===== config.mk =====
export PLATFORM = sky130hd
export DESIGN_NAME = fp_min_max_pipe
export DESIGN_NICKNAME = d
export VERILOG_FILES = /design/src/rtl/fp_minmax_pkg.sv /design/src/rtl/fp_minmax_classify.sv /design/src/rtl/max_expo_chk.sv /design/src/rtl/fp_min_max_pipe.sv
export SDC_FILE = /design/constraint.sdc
export NUM_CORES = 1
export LEC_CHECK = 0
export ABC_AREA = 1
export BUFFER_PORTS_ARGS = -buffer_cell sky130_fd_sc_hd__buf_4
export CAP_MARGIN = 25
export CORE_MARGIN = 2
export CORE_UTILIZATION = 30
export DETAILED_ROUTE_END_ITERATION = 8
export GPL_ROUTABILITY_DRIVEN = 0
export SYNTH_ARGS = -nofsm -noshare
export SYNTH_HDL_FRONTEND = slang
export SYNTH_SLANG_ARGS = --single-unit
export TNS_END_PERCENT = 100

===== constraint.sdc =====
create_clock -name clk -period 7.4 [get_ports clk]
set_clock_uncertainty 0.15 [all_clocks]
set_input_delay 1.11 -clock clk [delete_from_list [all_inputs] [get_ports clk]]
set_output_delay 1.11 -clock clk [all_outputs]
set_load 0.02 [all_outputs]

===== src/rtl/fp_minmax_pkg.sv =====
// Shared types and helpers for the pipelined floating-point minNum/maxNum unit.
package fp_minmax_pkg;

  typedef struct packed {
    logic is_nan;
    logic is_snan;
    logic is_zero;
  } fp_class_t;

  typedef enum logic {OP_MIN = 1'b0, OP_MAX = 1'b1} minmax_op_t;

  // Quiet NaN: sign 0, exponent all ones, mantissa MSB set, rest zero.
  function automatic logic [63:0] canon_qnan(input int expo_w, input int mant_w);
    logic [63:0] r;
    r = '0;
    for (int i = 0; i < 64; i++) begin
      if (i >= mant_w - 1 && i < mant_w + expo_w) r[i] = 1'b1;
    end
    return r;
  endfunction

  function automatic logic mag_lt(input logic [63:0] a, input logic [63:0] b);
    return a < b;
  endfunction

endpackage


===== src/rtl/fp_minmax_classify.sv =====
// Per-operand classification: NaN, signalling NaN and zero detect.
module fp_minmax_classify
  import fp_minmax_pkg::*;
#(
  parameter int EXPO_W = 8,
  parameter int MANT_W = 23
) (
  input  logic [EXPO_W-1:0] expo_i,
  input  logic [MANT_W-1:0] mant_i,
  output fp_class_t         cls_o
);

  logic expo_max;
  logic mant_nz;

  max_expo_chk #(.EXPO_W(EXPO_W)) u_expo_chk (
    .expo_i    (expo_i),
    .all_ones_o(expo_max)
  );

  assign mant_nz        = |mant_i;
  assign cls_o.is_nan   = expo_max && mant_nz;
  assign cls_o.is_snan  = expo_max && mant_nz && !mant_i[MANT_W-1];
  assign cls_o.is_zero  = (expo_i == '0) && !mant_nz;

endmodule


===== src/rtl/max_expo_chk.sv =====
// Flags an exponent field that is all ones (infinity or NaN encoding).
module max_expo_chk #(
  parameter int EXPO_W = 8
) (
  input  logic [EXPO_W-1:0] expo_i,
  output logic              all_ones_o
);

  assign all_ones_o = &expo_i;

endmodule


===== src/rtl/fp_min_max_pipe.sv =====
// Two-stage minNum/maxNum pipeline: stage 1 classifies, stage 2 compares and selects.
module fp_min_max_pipe
  import fp_minmax_pkg::*;
#(
  parameter  int SIGN_W = 1,
  parameter  int EXPO_W = 8,
  parameter  int MANT_W = 23,
  localparam int FP_W   = SIGN_W + EXPO_W + MANT_W
) (
  input  logic            clk,
  input  logic            rst,
  input  logic            in_valid,
  output logic            in_ready,
  input  logic [FP_W-1:0] in_a,
  input  logic [FP_W-1:0] in_b,
  input  logic            in_op,
  output logic            out_valid,
  input  logic            out_ready,
  output logic [FP_W-1:0] out_res,
  output logic            out_flag_nv,
  output logic            out_flag_nan
);

  localparam logic [FP_W-1:0] QNAN = FP_W'(canon_qnan(EXPO_W, MANT_W));

  if (SIGN_W != 1) begin : g_bad_sign
    $error("fp_min_max_pipe: SIGN_W must be 1");
  end

  fp_class_t  cls_a, cls_b;
  logic       s1_valid_q;
  logic [FP_W-1:0] s1_a_q, s1_b_q;
  fp_class_t  s1_cls_a_q, s1_cls_b_q;
  minmax_op_t s1_op_q;

  logic            out_valid_q, nv_q, nan_q;
  logic [FP_W-1:0] res_q;
  logic [FP_W-1:0] res_d;
  logic            nv_d, nan_d;
  logic            s1_adv, s2_adv;

  fp_minmax_classify #(.EXPO_W(EXPO_W), .MANT_W(MANT_W)) u_cls_a (
    .expo_i(in_a[FP_W-2:MANT_W]),
    .mant_i(in_a[MANT_W-1:0]),
    .cls_o (cls_a)
  );

  fp_minmax_classify #(.EXPO_W(EXPO_W), .MANT_W(MANT_W)) u_cls_b (
    .expo_i(in_b[FP_W-2:MANT_W]),
    .mant_i(in_b[MANT_W-1:0]),
    .cls_o (cls_b)
  );

  assign s2_adv   = !out_valid_q || out_ready;
  assign s1_adv   = !s1_valid_q || s2_adv;
  assign in_ready = s1_adv;

  always_ff @(posedge clk) begin
    if (rst) begin
      s1_valid_q <= 1'b0;
    end else if (s1_adv) begin
      s1_valid_q <= in_valid;
      if (in_valid) begin
        s1_a_q     <= in_a;
        s1_b_q     <= in_b;
        s1_op_q    <= minmax_op_t'(in_op);
        s1_cls_a_q <= cls_a;
        s1_cls_b_q <= cls_b;
      end
    end
  end

  always_comb begin
    logic sign_a, sign_b, a_lt_b, b_lt_a, both_zero;
    logic [FP_W-2:0] mag_a, mag_b;
    sign_a    = s1_a_q[FP_W-1];
    sign_b    = s1_b_q[FP_W-1];
    mag_a     = s1_a_q[FP_W-2:0];
    mag_b     = s1_b_q[FP_W-2:0];
    both_zero = s1_cls_a_q.is_zero && s1_cls_b_q.is_zero;
    a_lt_b    = 1'b0;
    b_lt_a    = 1'b0;
    if (sign_a != sign_b) begin
      // -0 < +0 falls out of this as well: the negative operand is smaller.
      a_lt_b = sign_a;
      b_lt_a = sign_b;
    end else if (!both_zero) begin
      a_lt_b = sign_a ? mag_lt(64'(mag_b), 64'(mag_a)) : mag_lt(64'(mag_a), 64'(mag_b));
      b_lt_a = sign_a ? mag_lt(64'(mag_a), 64'(mag_b)) : mag_lt(64'(mag_b), 64'(mag_a));
    end

    nv_d  = s1_cls_a_q.is_snan || s1_cls_b_q.is_snan;
    nan_d = 1'b0;
    res_d = s1_a_q;
    if (s1_cls_a_q.is_nan && s1_cls_b_q.is_nan) begin
      res_d = QNAN;
      nan_d = 1'b1;
    end else if (s1_cls_a_q.is_nan) begin
      res_d = s1_b_q;
    end else if (s1_cls_b_q.is_nan) begin
      res_d = s1_a_q;
    end else if (s1_op_q == OP_MIN) begin
      res_d = b_lt_a ? s1_b_q : s1_a_q;
    end else begin
      res_d = a_lt_b ? s1_b_q : s1_a_q;
    end
  end

  always_ff @(posedge clk) begin
    if (rst) begin
      out_valid_q <= 1'b0;
      res_q       <= '0;
      nv_q        <= 1'b0;
      nan_q       <= 1'b0;
    end else if (s2_adv) begin
      out_valid_q <= s1_valid_q;
      if (s1_valid_q) begin
        res_q <= res_d;
        nv_q  <= nv_d;
        nan_q <= nan_d;
      end
    end
  end

  assign out_valid    = out_valid_q;
  assign out_res      = res_q;
  assign out_flag_nv  = nv_q;
  assign out_flag_nan = nan_q;

endmodule


==> impl_metrics.yaml, run 1 <==
routing:
  vias_per_cell: 5.11
  wirelength_mm: 19.4
  remaining_drc_errors: 0
  antenna_left: 0
  routedWlPerCell_um: 16.8
  vias: 5902
  drtIter0Drc: 595
  drtPass1Iterations: 6
synthesis:
  seq_area_frac_synth_pct: 45.3
  yosys_warnings: 0
  ys_types: 27
  synth_cells: 799
  synth.avg_cell_area_um2: 7.88
  syn-num-nets: 901
  ys_seq_elements: 107
  netlist_area_um2: 6300
die:
  ios: 105
  rows: 53
  initial_utilization_pct: 30.2
  die-height_um: 149
  coreArea_um2: 20800
  design.die.area_um2: 22200
  dieWidth_um: 149
critical_path:
  arrival_ns: 3.70
  path_cells: "ha_1 > nand2_1 > nor2_2 > nand4_1 > nor2_1 > nand3b_1 > nand2_1 > nand2_1 > nand2_2 > nand2_4 > nand2_1 > nand3_1 > nand3_1 > nand2_1 > a21oi_1"
  cp-startpoint: "s1_b_q[29]$_DFFE_PP_"
  end_kind: "flop"
  path_common_cell: "nand2_1"
  required_ns: 7.55
  startpoint_type: "flop"
  cp_max_fo: 32
  crit_type: "reg2reg"
  crit_slowest_cell: "nand2_2"
  cp_num_buf_inv: 0
  worstReg2RegStart: "s1_b_q[29]$_DFFE_PP_"
  crit_family: "simple AND/OR/NAND/NOR gates"
  slowest_delay_ns: 0.58
sta:
  fin_setup_tns_ns: 0
  whs_ns: 0.320
  slew_headroom_pct: 27.6
  fmax_mhz: 281
  finalSetupViolations: 0
  slew_viol_final: 0
  fin_crit_sh_pct: 48.0
  rsz0062_at_grt: "no"
  min_period_ns: 3.55
  worst_pin_slew_ns: 1.09
  hold_viol: 0
power_and_ir_drop:
  powerDensity_nw_per_um2: 193
  power.leakage_uw: 0.00344
  peakVddDrop_v: 0.000106
finish:
  final_cell_mix: "nand2_1, nand3_1, a21oi_1"
  synthToLayoutAreaGrowth_pct: 20.4
  diodes: 0
  nNetsFinal: 976
  layout_commonest_cell: "nand2_1"
  final_layout_size_suffix_gt1_share_pct: 16.2
  multi_input_area_um2: 2870
  final-seq-area_um2: 2850
  num-fill-cells: 2219
global_routing:
  grt_pass1_wl_mm: 30.1
  grt_pass1_vias: 5495
  grt_max_degree: 72
  grt.overflow.total: 0
  antenna_found_initial: 0
  track_usage_pct: 17.5
cts:
  cts_resized: 0
  clockBufferDepth: 2
  cts_sinks: 107
  cts_root_buffer: "clkbuf_16"
  holdBufCountCts: 0
  cts_made_buffers: 9
  cts_setup_buffers: 0
  clk-insertion-delay-late_ns: 0.36
  cts_tree: "yes"
  ctsHtreeMaxLevel: 3
  clkTransAtPathRegs_ns: 0.08
flow_run:
  drv_cap: 0
min_path:
  hp-class: "reg2reg"
  hp-start: "out_res[21]$_SDFFE_PP0P_"
run_status:
  status: "complete, no violations"
placement:
  hpwlAfterDp_mm: 13.0
  port_buffers: 104
[registers in the layout (all words and copies together) (netlist names), 3 cells and up]
signal      count
out_res        32
s1_a_q         32
s1_b_q         32
s1_cls_a_q      3
s1_cls_b_q      3
[worst register-to-register path: stages (launching register included)]
cell and delay, ns:
edfxtp_1 0.47, ha_1 0.32, nand2_1 0.08, nor2_2 0.13, nand4_1 0.18, nor2_1 0.22, nand3b_1 0.16, nand2_1 0.10
nand2_1 0.06, nand2_2 0.58, nand2_4 0.44, nand2_1 0.16, nand3_1 0.08, nand3_1 0.13, nand2_1 0.09, a21oi_1 0.15
[final cells by class]
type,instances,area share [%]
Clock buffer,11,3.33
Clock inverter,5,0.874
Inverter,88,4.36
Multi-Input combinational cell,557,37.8
Sequential cell,107,37.6
Tap cell,275,4.54
Timing Repair Buffer,111,11.5
[cells in the mapped netlist, drive strengths merged]
library cell / n / share of area [%]
o21ai: 23 / 1.8
clkbuf: 27 / 1.6
nand4: 9 / 0.89
or4: 2 / 0.24
nand2: 194 / 12
edfxtp: 71 / 34
ha: 33 / 6.6
buf: 20 / 2.3
inv: 88 / 5.2
nor2: 16 / 1.1
nand3: 143 / 11
nand3b: 3 / 0.36
a21o: 2 / 0.24
a21oi: 116 / 9.4
nor3: 4 / 0.32
nor4: 12 / 1.2
dfxtp: 36 / 11
[routing by layer]
layer / share of wire, % / global-route usage, %
met1: 44 / 23.6
met3: 6.3 / 3.15
met4: 2.5 / 5.90
met5: 0 / 0
met2: 47 / 28.3
[power by group]
| part | switching (uW) | total (uW) | internal [uW] |
|---|---|---|---|
| sequential | 27.2 | 695 | 668 |
| combinational | 149 | 245 | 95.2 |
| clock | 237 | 523 | 286 |
| total | 413 | 1460 | 1050 |
[path summary, 6_finish.rpt]
path              slack (ns)                  endpoint  depth (start not counted)
setup / recovery        3.85  out_res[25]$_SDFFE_PP0P_                         15
hold / removal          0.32  out_res[21]$_SDFFE_PP0P_                          2
setup reg to reg        3.85  out_res[25]$_SDFFE_PP0P_                         15
hold reg to reg         0.32  out_res[21]$_SDFFE_PP0P_                          2
[cell families (layout without fill, tap and decap cells)]
family          count (synthesis)  after routing  synth area share (%)
buf+inv                       135            215                  9.20
simple gates                  383            383                  27.5
flops                         107            107                  45.3
fa+ha+maj                      33             33                  6.56
compound gates                141            141                  11.5
[metrics by stage]
stage | instances | power [uW] | area [um2] | util (%) | setup WS (ns)
global placement | 1136 | 946 | 7210 | 34.6 | 3.54
finish | 1154 | 1460 | 7580 | 36.4 | 3.85
floorplan | 799 | 858 | 6300 | - | 3.76
detailed placement | 1137 | 951 | 7240 | 34.8 | 3.43
global route | 1154 | 1530 | 7580 | 36.4 | 3.57
CTS | 1153 | 1470 | 7560 | 36.3 | 3.83
Note: power is estimated with default switching activity, not from simulation.
==> run 2, diff against run 1 <==
==> constraint.sdc (replaced) <==
create_clock -name clk -period 3.7 [get_ports clk]
set_clock_uncertainty 0.15 [all_clocks]
set_input_delay 0.555 -clock clk [delete_from_list [all_inputs] [get_ports clk]]
set_output_delay 0.555 -clock clk [all_outputs]
set_load 0.02 [all_outputs]
==> run 2 against run 1 <==
- fmax is 13% higher
- critical path depth is 1 higher
- cell area is 0.46% lower
- critical path type unchanged
- sequential power is 100% higher
- largest cell class unchanged
==> impl_metrics.yaml, run 2 (same netlist as run 1, synthesis figures left out) <==
critical_path:
  end_kind: "flop"
  slowest_delay_ns: 0.48
  crit_type: "reg2reg"
  reg2regPathDepth: 16
  arrival_ns: 3.23
  crit_slowest_cell: "edfxtp_1"
  rr_endpoint: "out_res[13]$_SDFFE_PP0P_"
  worstReg2RegStart: "s1_b_q[30]$_DFFE_PP_"
  cp_max_fo: 31
  r2r_slack_ns: 0.55
  required_ns: 3.78
  cp-startpoint: "s1_b_q[30]$_DFFE_PP_"
  startpoint_type: "flop"
  path_common_cell: "nand2_1"
  path_cells: "ha_1 > nand2_1 > nor2_2 > nand4_1 > nor2_1 > nand3b_1 > nand2_1 > nand2_1 > nand2_2 > nand2_4 > nand2_1 > nand3_1 > nand3_1 > nand2_1 > nand2_1 > a21oi_2"
routing:
  drtPass1Iterations: 5
  vias_per_cell: 5.02
  drtIter0Drc: 511
  vias: 5819
  wirelength_mm: 19.2
  antenna_left: 0
  remaining_drc_errors: 0
  routedWlPerCell_um: 16.6
die:
  rows: 53
  die-height_um: 149
  initial_utilization_pct: 30.2
  ios: 105
  dieWidth_um: 149
  coreArea_um2: 20800
  design.die.area_um2: 22200
min_path:
  hp-start: "in_b[31]"
  worst_hold_path.num_cells: 1
  hold_path_end: "s1_b_q[31]$_DFFE_PP_"
  hp-class: "in2reg"
global_routing:
  grt_pass1_wl_mm: 29.6
  grt.overflow.total: 0
  antenna_found_initial: 0
  grt_pass1_vias: 5333
  grt_max_degree: 65
  track_usage_pct: 17.3
cts:
  cts_setup_buffers: 0
  clockBufferDepth: 2
  cts_resized: 0
  cts_tree: "yes"
  ctsHtreeMaxLevel: 3
  cts_sinks: 107
  clkTransAtPathRegs_ns: 0.08
  clk-insertion-delay-late_ns: 0.36
  cts_root_buffer: "clkbuf_16"
  holdBufCountCts: 0
  cts_made_buffers: 9
sta:
  fin_crit_sh_pct: 85.1
  slew_headroom_pct: 43.0
  slew_viol_final: 0
  rsz0062_at_grt: "no"
  finalSetupViolations: 0
  worst_pin_slew_ns: 0.854
  hold_viol: 0
  fin_setup_tns_ns: 0
  worst_slack_ns: 0.553
  fmax_mhz: 318
  min_period_ns: 3.15
placement:
  pre_cts_ws_ns: 0.575
  port_buffers: 104
  hpwlAfterDp_mm: 13.1
  dpl.cell_count: 1143
finish:
  synthToLayoutAreaGrowth_pct: 19.9
  nNetsFinal: 981
  final_cell_mix: "nand2_1, nand3_1, buf_4"
  final_layout_size_suffix_gt1_share_pct: 16.5
  utilization_pct: 36.3
  finalNonFillerCells: 1159
  diodes: 0
  layout_commonest_cell: "nand2_1"
power_and_ir_drop:
  total_power_uw: 2820
  peakVddDrop_v: 0.000194
  power.leakage_uw: 0.00342
  powerDensity_nw_per_um2: 374
flow_run:
  drv_cap: 0
run_status:
  status: "complete, no violations"
==> run 2: cell type report <==
| cell class | instances | area (um2) |
|---|---|---|
| Fill cell | 2245 | 13300 |
| Multi-Input combinational cell | 557 | 2870 |
| Sequential cell | 107 | 2850 |
| Timing Repair Buffer | 116 | 871 |
| Tap cell | 275 | 344 |
| Inverter | 88 | 330 |
| Clock buffer | 11 | 243 |
| Clock inverter | 5 | 43.8 |
==> run 2: report_power, final <==
part	internal, uW	leakage [uW]	switching [uW]
clock	486	0.000135	461
combinational	191	0.00232	302
sequential	1340	0.000970	49.5
==> run 2: routing by layer <==
| layer | GRT usage (%) | routed length, um | vias to the layer above |
|---|---|---|---|
| li1 | - | - | 2884 |
| met1 | 23.4 | 8450 | 2722 |
| met2 | 28.7 | 9290 | 198 |
| met3 | 3.06 | 1190 | 15 |
| met4 | 4.38 | 245 | 0 |
| met5 | 0 | 0 | - |
==> run 2: stage by stage <==
stage                     instance area (um2)  hold slack, ns
final                                    7550           0.223
after global routing                     7550           0.223
after CTS                                7550           0.213
after detailed placement                 7260           0.309
after global placement                   7260           0.305
after floorplan                          6300           0.303
==> run 2: critical path, delay by kind of cell, from the launching register on <==
kind	cells	cell delay [ns]
fa+ha+maj	1	0.35
flops	1	0.48
compound gates	1	0.06
simple gates	14	1.97
==> run 2: how the worst max path moves through the flow <==
| stage | to | cells past startpoint |
|---|---|---|
| 2_1_floorplan | s1_a_q[0]$_DFFE_PP_ | 5 |
| 3_3_place_gp | out_res[5]$_SDFFE_PP0P_ | 16 |
| 3_5_place_dp | out_res[23]$_SDFFE_PP0P_ | 15 |
| 4_1_cts | out_res[23]$_SDFFE_PP0P_ | 15 |
| 5_1_grt | out_res[13]$_SDFFE_PP0P_ | 16 |
| 6_report | out_res[13]$_SDFFE_PP0P_ | 16 |
